File: config.mk
export PLATFORM = sky130hd
export DESIGN_NAME = dmem_responder_flat
export DESIGN_NICKNAME = d
export VERILOG_FILES = /design/src/rtl/dmem_responder_pkg.sv /design/src/rtl/dmem_responder_if.sv /design/src/rtl/dmem_responder_arb.sv /design/src/rtl/dmem_responder.sv /design/src/flat_wrapper.sv
export SDC_FILE = /design/constraint.sdc
export NUM_CORES = 2
export LEC_CHECK = 0
export BUFFER_PORTS_ARGS = -buffer_cell sky130_fd_sc_hd__buf_2
export CAP_MARGIN = 15
export CORE_MARGIN = 2
export CORE_UTILIZATION = 55
export DETAILED_ROUTE_END_ITERATION = 8
export PLACE_DENSITY = 0.68
export SYNTH_ARGS = -nofsm -noshare
export SYNTH_HDL_FRONTEND = slang
export SYNTH_SLANG_ARGS = --single-unit
export TNS_END_PERCENT = 20
File: constraint.sdc
create_clock -name clk -period 5.6 [get_ports clk]
set_input_delay 1.12 -clock clk [delete_from_list [all_inputs] [get_ports clk]]
set_output_delay 1.12 -clock clk [all_outputs]
set_load 0.005 [all_outputs]
File: src/rtl/dmem_responder_pkg.sv
// dmem_pkg: shared FSM/op types and width helpers for dmem_responder.
// No ports; imported by rr_arbiter and dmem_responder.
package dmem_pkg;
  typedef enum logic [1:0] {IDLE, ACCESS, RESPOND} dmem_state_t;
  typedef enum logic {OP_READ, OP_WRITE} dmem_op_t;
  localparam int CNT_BITS = 16;
  function automatic int idx_bits(input int n);
    return n > 1 ? $clog2(n) : 1;
  endfunction
endpackage

File: src/rtl/dmem_responder_if.sv
// dmem_responder_if: LSU data-memory request/response channels for NUM_PORTS ports.
// master: LSU side (drives valid/address/write data, receives ready/read data).
// slave: responder side.
interface dmem_responder_if #(
  parameter int NUM_PORTS = 4,
  parameter int ADDR_BITS = 8,
  parameter int DATA_BITS = 8
);
  logic [NUM_PORTS-1:0] mem_read_valid;
  logic [NUM_PORTS*ADDR_BITS-1:0] mem_read_address;
  logic [NUM_PORTS-1:0] mem_read_ready;
  logic [NUM_PORTS*DATA_BITS-1:0] mem_read_data;
  logic [NUM_PORTS-1:0] mem_write_valid;
  logic [NUM_PORTS*ADDR_BITS-1:0] mem_write_address;
  logic [NUM_PORTS*DATA_BITS-1:0] mem_write_data;
  logic [NUM_PORTS-1:0] mem_write_ready;
  modport master (
    output mem_read_valid, mem_read_address, mem_write_valid, mem_write_address, mem_write_data,
    input mem_read_ready, mem_read_data, mem_write_ready
  );
  modport slave (
    input mem_read_valid, mem_read_address, mem_write_valid, mem_write_address, mem_write_data,
    output mem_read_ready, mem_read_data, mem_write_ready
  );
endinterface

File: src/rtl/dmem_responder_arb.sv
// rr_arbiter: combinational round-robin pick among unmasked requesters.
// Ports: req/mask (NUM_PORTS) and ptr (search start) in; one-hot gnt and gnt_idx out.
module rr_arbiter import dmem_pkg::*; #(
  parameter int NUM_PORTS = 4,
  localparam int IW = idx_bits(NUM_PORTS)
) (
  input  logic [NUM_PORTS-1:0] req,
  input  logic [NUM_PORTS-1:0] mask,
  input  logic [IW-1:0]        ptr,
  output logic [NUM_PORTS-1:0] gnt,
  output logic [IW-1:0]        gnt_idx
);
  logic [NUM_PORTS-1:0] cand;
  logic [IW-1:0] idx;
  assign cand = req & ~mask;
  // Walk offsets from farthest to nearest so the candidate closest to ptr wins last.
  always_comb begin
    gnt = '0;
    gnt_idx = '0;
    idx = '0;
    for (int i = NUM_PORTS - 1; i >= 0; i--) begin
      idx = IW'((int'(ptr) + i) % NUM_PORTS);
      if (cand[idx]) begin
        gnt = '0;
        gnt[idx] = 1'b1;
        gnt_idx = idx;
      end
    end
  end
endmodule

File: src/rtl/dmem_responder.sv
// dmem_responder: data memory serving NUM_PORTS LSU read/write channels, one request at a time.
// Ports: clk, reset (sync, active-low), bus (dmem_responder_if.slave), busy,
// rd_count/wr_count (completed ops; live only with DMEM_PERF_CNT_EN defined, else 0).
module dmem_responder import dmem_pkg::*; #(
  parameter int NUM_PORTS = 4,
  parameter int ADDR_BITS = 8,
  parameter int DATA_BITS = 8,
  parameter int LATENCY = 2,
  localparam int IW = idx_bits(NUM_PORTS),
  localparam int LW = idx_bits(LATENCY)
) (
  input  logic                clk,
  input  logic                reset,
  dmem_responder_if.slave     bus,
  output logic                busy,
  output logic [CNT_BITS-1:0] rd_count,
  output logic [CNT_BITS-1:0] wr_count
);
  dmem_state_t state, state_n;
  dmem_op_t op;
  logic [IW-1:0] rr_ptr, port, gnt_idx;
  logic [NUM_PORTS-1:0] req, mask, gnt, port_oh;
  logic [ADDR_BITS-1:0] addr;
  logic [DATA_BITS-1:0] wdata;
  logic [LW-1:0] lat_cnt;
  logic commit;
  logic [DATA_BITS-1:0] mem [2**ADDR_BITS];
  logic [ADDR_BITS-1:0] raddr [NUM_PORTS];
  logic [ADDR_BITS-1:0] waddr [NUM_PORTS];
  logic [DATA_BITS-1:0] wdat [NUM_PORTS];
  logic [DATA_BITS-1:0] rd_data [NUM_PORTS];
  for (genvar g = 0; g < NUM_PORTS; g++) begin : g_port
    assign raddr[g] = bus.mem_read_address[g*ADDR_BITS +: ADDR_BITS];
    assign waddr[g] = bus.mem_write_address[g*ADDR_BITS +: ADDR_BITS];
    assign wdat[g] = bus.mem_write_data[g*DATA_BITS +: DATA_BITS];
    assign bus.mem_read_data[g*DATA_BITS +: DATA_BITS] = rd_data[g];
  end
  assign req = bus.mem_read_valid | bus.mem_write_valid;
  rr_arbiter #(.NUM_PORTS(NUM_PORTS)) u_arb (
    .req(req),
    .mask(mask),
    .ptr(rr_ptr),
    .gnt(gnt),
    .gnt_idx(gnt_idx)
  );
  always_comb begin
    port_oh = '0;
    port_oh[port] = 1'b1;
    state_n = state == IDLE ? (|gnt ? ACCESS : IDLE) :
              state == ACCESS ? (lat_cnt == '0 ? RESPOND : ACCESS) : IDLE;
    commit = state == ACCESS && lat_cnt == '0;
    busy = state != IDLE;
    bus.mem_read_ready = state == RESPOND && op == OP_READ ? port_oh : '0;
    bus.mem_write_ready = state == RESPOND && op == OP_WRITE ? port_oh : '0;
  end
  always_ff @(posedge clk) begin
    if (!reset) begin
      state <= IDLE;
      rr_ptr <= '0;
      mask <= '0;
      port <= '0;
      op <= OP_READ;
      addr <= '0;
      wdata <= '0;
      lat_cnt <= '0;
      for (int i = 0; i < NUM_PORTS; i++) rd_data[i] <= '0;
    end else begin
      state <= state_n;
      // The LSU's registered valid lingers one cycle after ready; hide that port for one IDLE cycle.
      mask <= state == RESPOND ? port_oh : '0;
      if (state == IDLE && |gnt) begin
        port <= gnt_idx;
        op <= bus.mem_read_valid[gnt_idx] ? OP_READ : OP_WRITE;
        addr <= bus.mem_read_valid[gnt_idx] ? raddr[gnt_idx] : waddr[gnt_idx];
        wdata <= wdat[gnt_idx];
        lat_cnt <= LW'(LATENCY - 1);
        rr_ptr <= gnt_idx == IW'(NUM_PORTS - 1) ? '0 : gnt_idx + 1'b1;
      end
      if (state == ACCESS) lat_cnt <= lat_cnt - 1'b1;
      if (commit && op == OP_READ) rd_data[port] <= mem[addr];
    end
  end
  // Array keeps its contents across reset; a reset edge still blocks an in-flight write.
  always_ff @(posedge clk)
    if (reset && commit && op == OP_WRITE) mem[addr] <= wdata;
`ifdef DMEM_PERF_CNT_EN
  always_ff @(posedge clk) begin
    if (!reset) begin
      rd_count <= '0;
      wr_count <= '0;
    end else if (state == RESPOND) begin
      if (op == OP_READ && rd_count != '1) rd_count <= rd_count + 1'b1;
      if (op == OP_WRITE && wr_count != '1) wr_count <= wr_count + 1'b1;
    end
  end
`else
  assign rd_count = '0;
  assign wr_count = '0;
`endif
endmodule

File: src/flat_wrapper.sv
// flat-port wrapper written by rule: the top's interface ports become plain ports
module dmem_responder_flat import dmem_pkg::*;
#(
  parameter int NUM_PORTS = 4,
  parameter int ADDR_BITS = 8,
  parameter int DATA_BITS = 8,
  parameter int LATENCY = 2,
  localparam int IW = idx_bits(NUM_PORTS),
  localparam int LW = idx_bits(LATENCY)
)
  (clk, reset, busy, rd_count, wr_count, bus_mem_read_valid, bus_mem_read_address, bus_mem_write_valid, bus_mem_write_address, bus_mem_write_data, bus_mem_read_ready, bus_mem_read_data, bus_mem_write_ready);
  dmem_responder_if #(.NUM_PORTS(NUM_PORTS), .ADDR_BITS(ADDR_BITS), .DATA_BITS(DATA_BITS)) bus_i ();
  input  logic clk;
  input  logic reset;
  output logic busy;
  output logic [CNT_BITS-1:0] rd_count;
  output logic [CNT_BITS-1:0] wr_count;
  input wire logic [$bits(bus_i.mem_read_valid)-1:0] bus_mem_read_valid;
  input wire logic [$bits(bus_i.mem_read_address)-1:0] bus_mem_read_address;
  input wire logic [$bits(bus_i.mem_write_valid)-1:0] bus_mem_write_valid;
  input wire logic [$bits(bus_i.mem_write_address)-1:0] bus_mem_write_address;
  input wire logic [$bits(bus_i.mem_write_data)-1:0] bus_mem_write_data;
  output wire logic [$bits(bus_i.mem_read_ready)-1:0] bus_mem_read_ready;
  output wire logic [$bits(bus_i.mem_read_data)-1:0] bus_mem_read_data;
  output wire logic [$bits(bus_i.mem_write_ready)-1:0] bus_mem_write_ready;
  assign bus_i.mem_read_valid = bus_mem_read_valid;
  assign bus_i.mem_read_address = bus_mem_read_address;
  assign bus_i.mem_write_valid = bus_mem_write_valid;
  assign bus_i.mem_write_address = bus_mem_write_address;
  assign bus_i.mem_write_data = bus_mem_write_data;
  assign bus_mem_read_ready = bus_i.mem_read_ready;
  assign bus_mem_read_data = bus_i.mem_read_data;
  assign bus_mem_write_ready = bus_i.mem_write_ready;
  dmem_responder #(.NUM_PORTS(NUM_PORTS), .ADDR_BITS(ADDR_BITS), .DATA_BITS(DATA_BITS), .LATENCY(LATENCY)) u_core (.clk(clk), .reset(reset), .bus(bus_i), .busy(busy), .rd_count(rd_count), .wr_count(wr_count));
endmodule
==> flow_summary.json <==
{
  "clk_latency_ns": 0.85,
  "synth_cell_types": 93,
  "hp-class": "flip-flop to flip-flop",
  "synthAdderAreaFrac_pct": 0.1184,
  "synthTopCellsByCount": "edfxtp_1, mux4_2, nor2_1",
  "drive_gt1_share_pct": 23.34,
  "synth_xor_area_share_pct": 0.02073,
  "cellPowerDensity_nw_per_um2": 468.2,
  "cts-resized-gates": 0,
  "grt_pass1_wl_mm": 322.8,
  "critPathLaunchType": "flip-flop",
  "start_util_pct": 55.50,
  "yosysMostFrequentCell": "edfxtp_1",
  "synthArstFlopShare_pct": 0,
  "ys_ff_latch": 2116,
  "vias_per_cell": 6.636,
  "r2r_slack_ns": 1.45,
  "synth_compound_area_share_pct": 3.417,
  "ys.flop_type": "edfxtp_1",
  "yosysSeqAreaShare_pct": 74.76,
  "synth_top_family_by_area": "multiplexers",
  "portBuffers": 146,
  "synth_area_leaders": "edfxtp_1, mux4_2, mux2i_1, nor2_1, mux4_1",
  "power_frac_clock_pct": 29.8,
  "cts_setup_buffers": 0,
  "avgSynthCellArea_um2": 19.81,
  "fmax_ghz": 0.2408,
  "finalWirelength_mm": 228.0,
  "p_int_uw": 29800,
  "yosys.area.top_type": "edfxtp_1",
  "ios": 179,
  "final-setup-viol-count": 0,
  "grt_max_degree": 212,
  "timing.final.max_slew_violations": 0,
  "cp.required_ns": 6.27,
  "worst_pin_slew_ns": 1.307,
  "yosysWarnings": 0,
  "synthCells": 4265,
  "tritoncts": "built",
  "status": "finished clean",
  "cts.sinks": 2116,
  "period_share_pct": 74.17,
  "coreArea_um2": 152300,
  "syn_area_um2": 84510,
  "die_y_um": 396.0,
  "switching_share_pct": 31.81,
  "tns_ns": 0,
  "nets": 4604,
  "overflow": 0,
  "path_class": "flip-flop to flip-flop",
  "dp_hpwl_mm": 139.2,
  "synth_top_cell_area_share_pct": 73.91,
  "gp_congestion": 0.8914,
  "fillers": 10550,
  "fin_worst_skew_ns": 0.03187,
  "p_sw_uw": 13900,
  "relSlewSlack_pct": 11.96,
  "multi_input_area_um2": 19280,
  "cap_violations": 0,
  "grt_pass1_vias": 43040,
  "finalCriticalPeriod_ns": 4.153,
  "antenna_found_initial": 7,
  "wire_per_inst_um": 34.05,
  "vias": 44420,
  "crit_fanout": 35,
  "synth.area.mux_share_pct": 15.24,
  "cts_hold_buf": 0,
  "grt.total_usage_pct": 29.19,
  "htreeDepth": 4,
  "dp_slack_ns": 1.455,
  "cp-end-kind": "flip-flop",
  "synth-edff-count": 2080,
  "p_leak_uw": 0.03056,
  "ir_drop_v": 0.0003663,
  "drc": 0,
  "numCtsBuffers": 201,
  "arrival_ns": 4.83,
  "power_frac_comb_pct": 25.7,
  "hold_viol": 0,
  "cts-root-buf": "clkbuf_16",
  "ant_nets": 0,
  "path_clk_slew_ns": 0.06,
  "yosys.area_share.simple_pct": 3.784,
  "syn_to_final_growth_pct": 10.47,
  "p_seq_share_pct": 44.5,
  "clockBufferDepth": 3,
  "fin_ws_ns": 1.447,
  "drtIter0Drc": 6589,
  "fp-row-count": 143,
  "die_w_um": 396.0,
  "rsz0062_at_grt": "false",
  "final-seq-area_um2": 63230,
  "dieArea_um2": 156800,
  "drt_first_pass_iters": 8
}
[placed cells by master (no fill, tap or decap), types with 9 or more instances in the layout]
master	synthesis	routed
buf_12	17	22
clkbuf_16	0	204
and3_1	17	17
bufinv_16	0	11
mux2i_1	191	191
edfxtp_1	2080	2080
nor4_1	11	11
o21ai_0	46	46
o211ai_1	14	14
buf_2	67	147
a31oi_1	28	28
o22ai_1	35	35
clkinv_2	0	48
o221ai_1	13	13
conb_1	1	32
nor3_1	33	31
dfxtp_1	36	23
nor2_1	360	359
mux4_1	33	33
nor2b_1	31	30
buf_4	76	102
mux4_2	423	423
inv_1	22	20
nand2_1	167	167
a211o_1	11	11
o32ai_1	10	10
a21oi_1	64	64
and2_1	12	12
nand2b_1	12	12
a221oi_1	13	13
nand4_1	9	9
a211oi_1	23	23
clkbuf_1	58	38
clkinv_1	1	56
dfxtp_4	0	12
mux2_2	51	51
a22oi_1	67	67
nand3_1	50	44
[metal layers]
layer  vias up  track usage (%)  wire length, um
li1      17900                -                -
met5         -                0               40
met2      3031            43.29           103800
met4         6            12.07            10210
met1     23010            41.72            86250
met3       471            7.521            27620
[power groups by stage]
stage | clock network (uW) | registers (uW) | logic [uW]
floorplan | 0 | 20100 | 6670
global placement | 0 | 19700 | 11000
detailed placement | 0 | 19800 | 11100
CTS | 13100 | 19400 | 11100
global route | 13700 | 19500 | 11600
finish | 13000 | 19400 | 11200
[metrics by stage]
stage | power, uW | hold WS [ns] | util, % | instance area [um^2] | instances
6_report | 43710 | 0.5271 | 61.31 | 93360 | 6694
4_1_cts | 43630 | 0.5243 | 61.31 | 93350 | 6691
3_3_place_gp | 30700 | 0.5063 | 57.18 | 87070 | 6315
5_1_grt | 44820 | 0.5383 | 61.31 | 93350 | 6691
3_5_place_dp | 30810 | 0.5074 | 57.19 | 87080 | 6317
2_1_floorplan | 26760 | 0.4944 | - | 84630 | 4296
[flip-flops by register name, indices dropped and copies added (netlist names), named ones only]
register / flops
u_core.addr: 8
u_core.state: 2
u_core.port: 2
u_core.op: 1
u_core.lat_cnt: 1
u_core.wdata: 8
u_core.rr_ptr: 2
u_core.rd_data: 32
u_core.mask: 4
u_core.mem: 2048
[final cells by class]
class                      instances  share of cell area, %
sequential                      2116                  67.72
multi-input combinational       1875                  20.65
clock buffer                     242                  5.621
tap                             2030                  2.721
timing repair buffer             271                  2.080
clock inverter                   132                  1.095
inverter                          25                 0.1005
antenna                            3               0.008041
[critical path, cell delays in order, from the launching register on]
cell and delay [ns]:
dfxtp_4 0.83, inv_2 0.57, buf_4 0.46, mux2i_1 0.21
o21ai_0 1.04, a31oi_1 0.48, nor3_1 0.31
[worst paths after layout]
check                                             startpoint  depth (start not counted)                                 end
worst max-delay path                               flip-flop                          6  u_core.rd_data[0][6]$_SDFFCE_PN0P_
worst min-delay path            u_core.wdata[7]$_SDFFE_PN0P_                          0        u_core.mem[187][7]$_DFFE_PP_
worst max register to register                     flip-flop                          6  u_core.rd_data[0][6]$_SDFFCE_PN0P_
worst min register to register  u_core.wdata[7]$_SDFFE_PN0P_                          0        u_core.mem[187][7]$_DFFE_PP_
[logic make-up after synthesis]
kind of cell / count (synthesis)
flops: 2116
simple gates: 732
mux: 698
compound gates: 403
buf+inv: 305
fa+ha+maj: 8
xor+xnor: 2
other cells: 1
No activity file was read; power rests on OpenSTA's default activity.
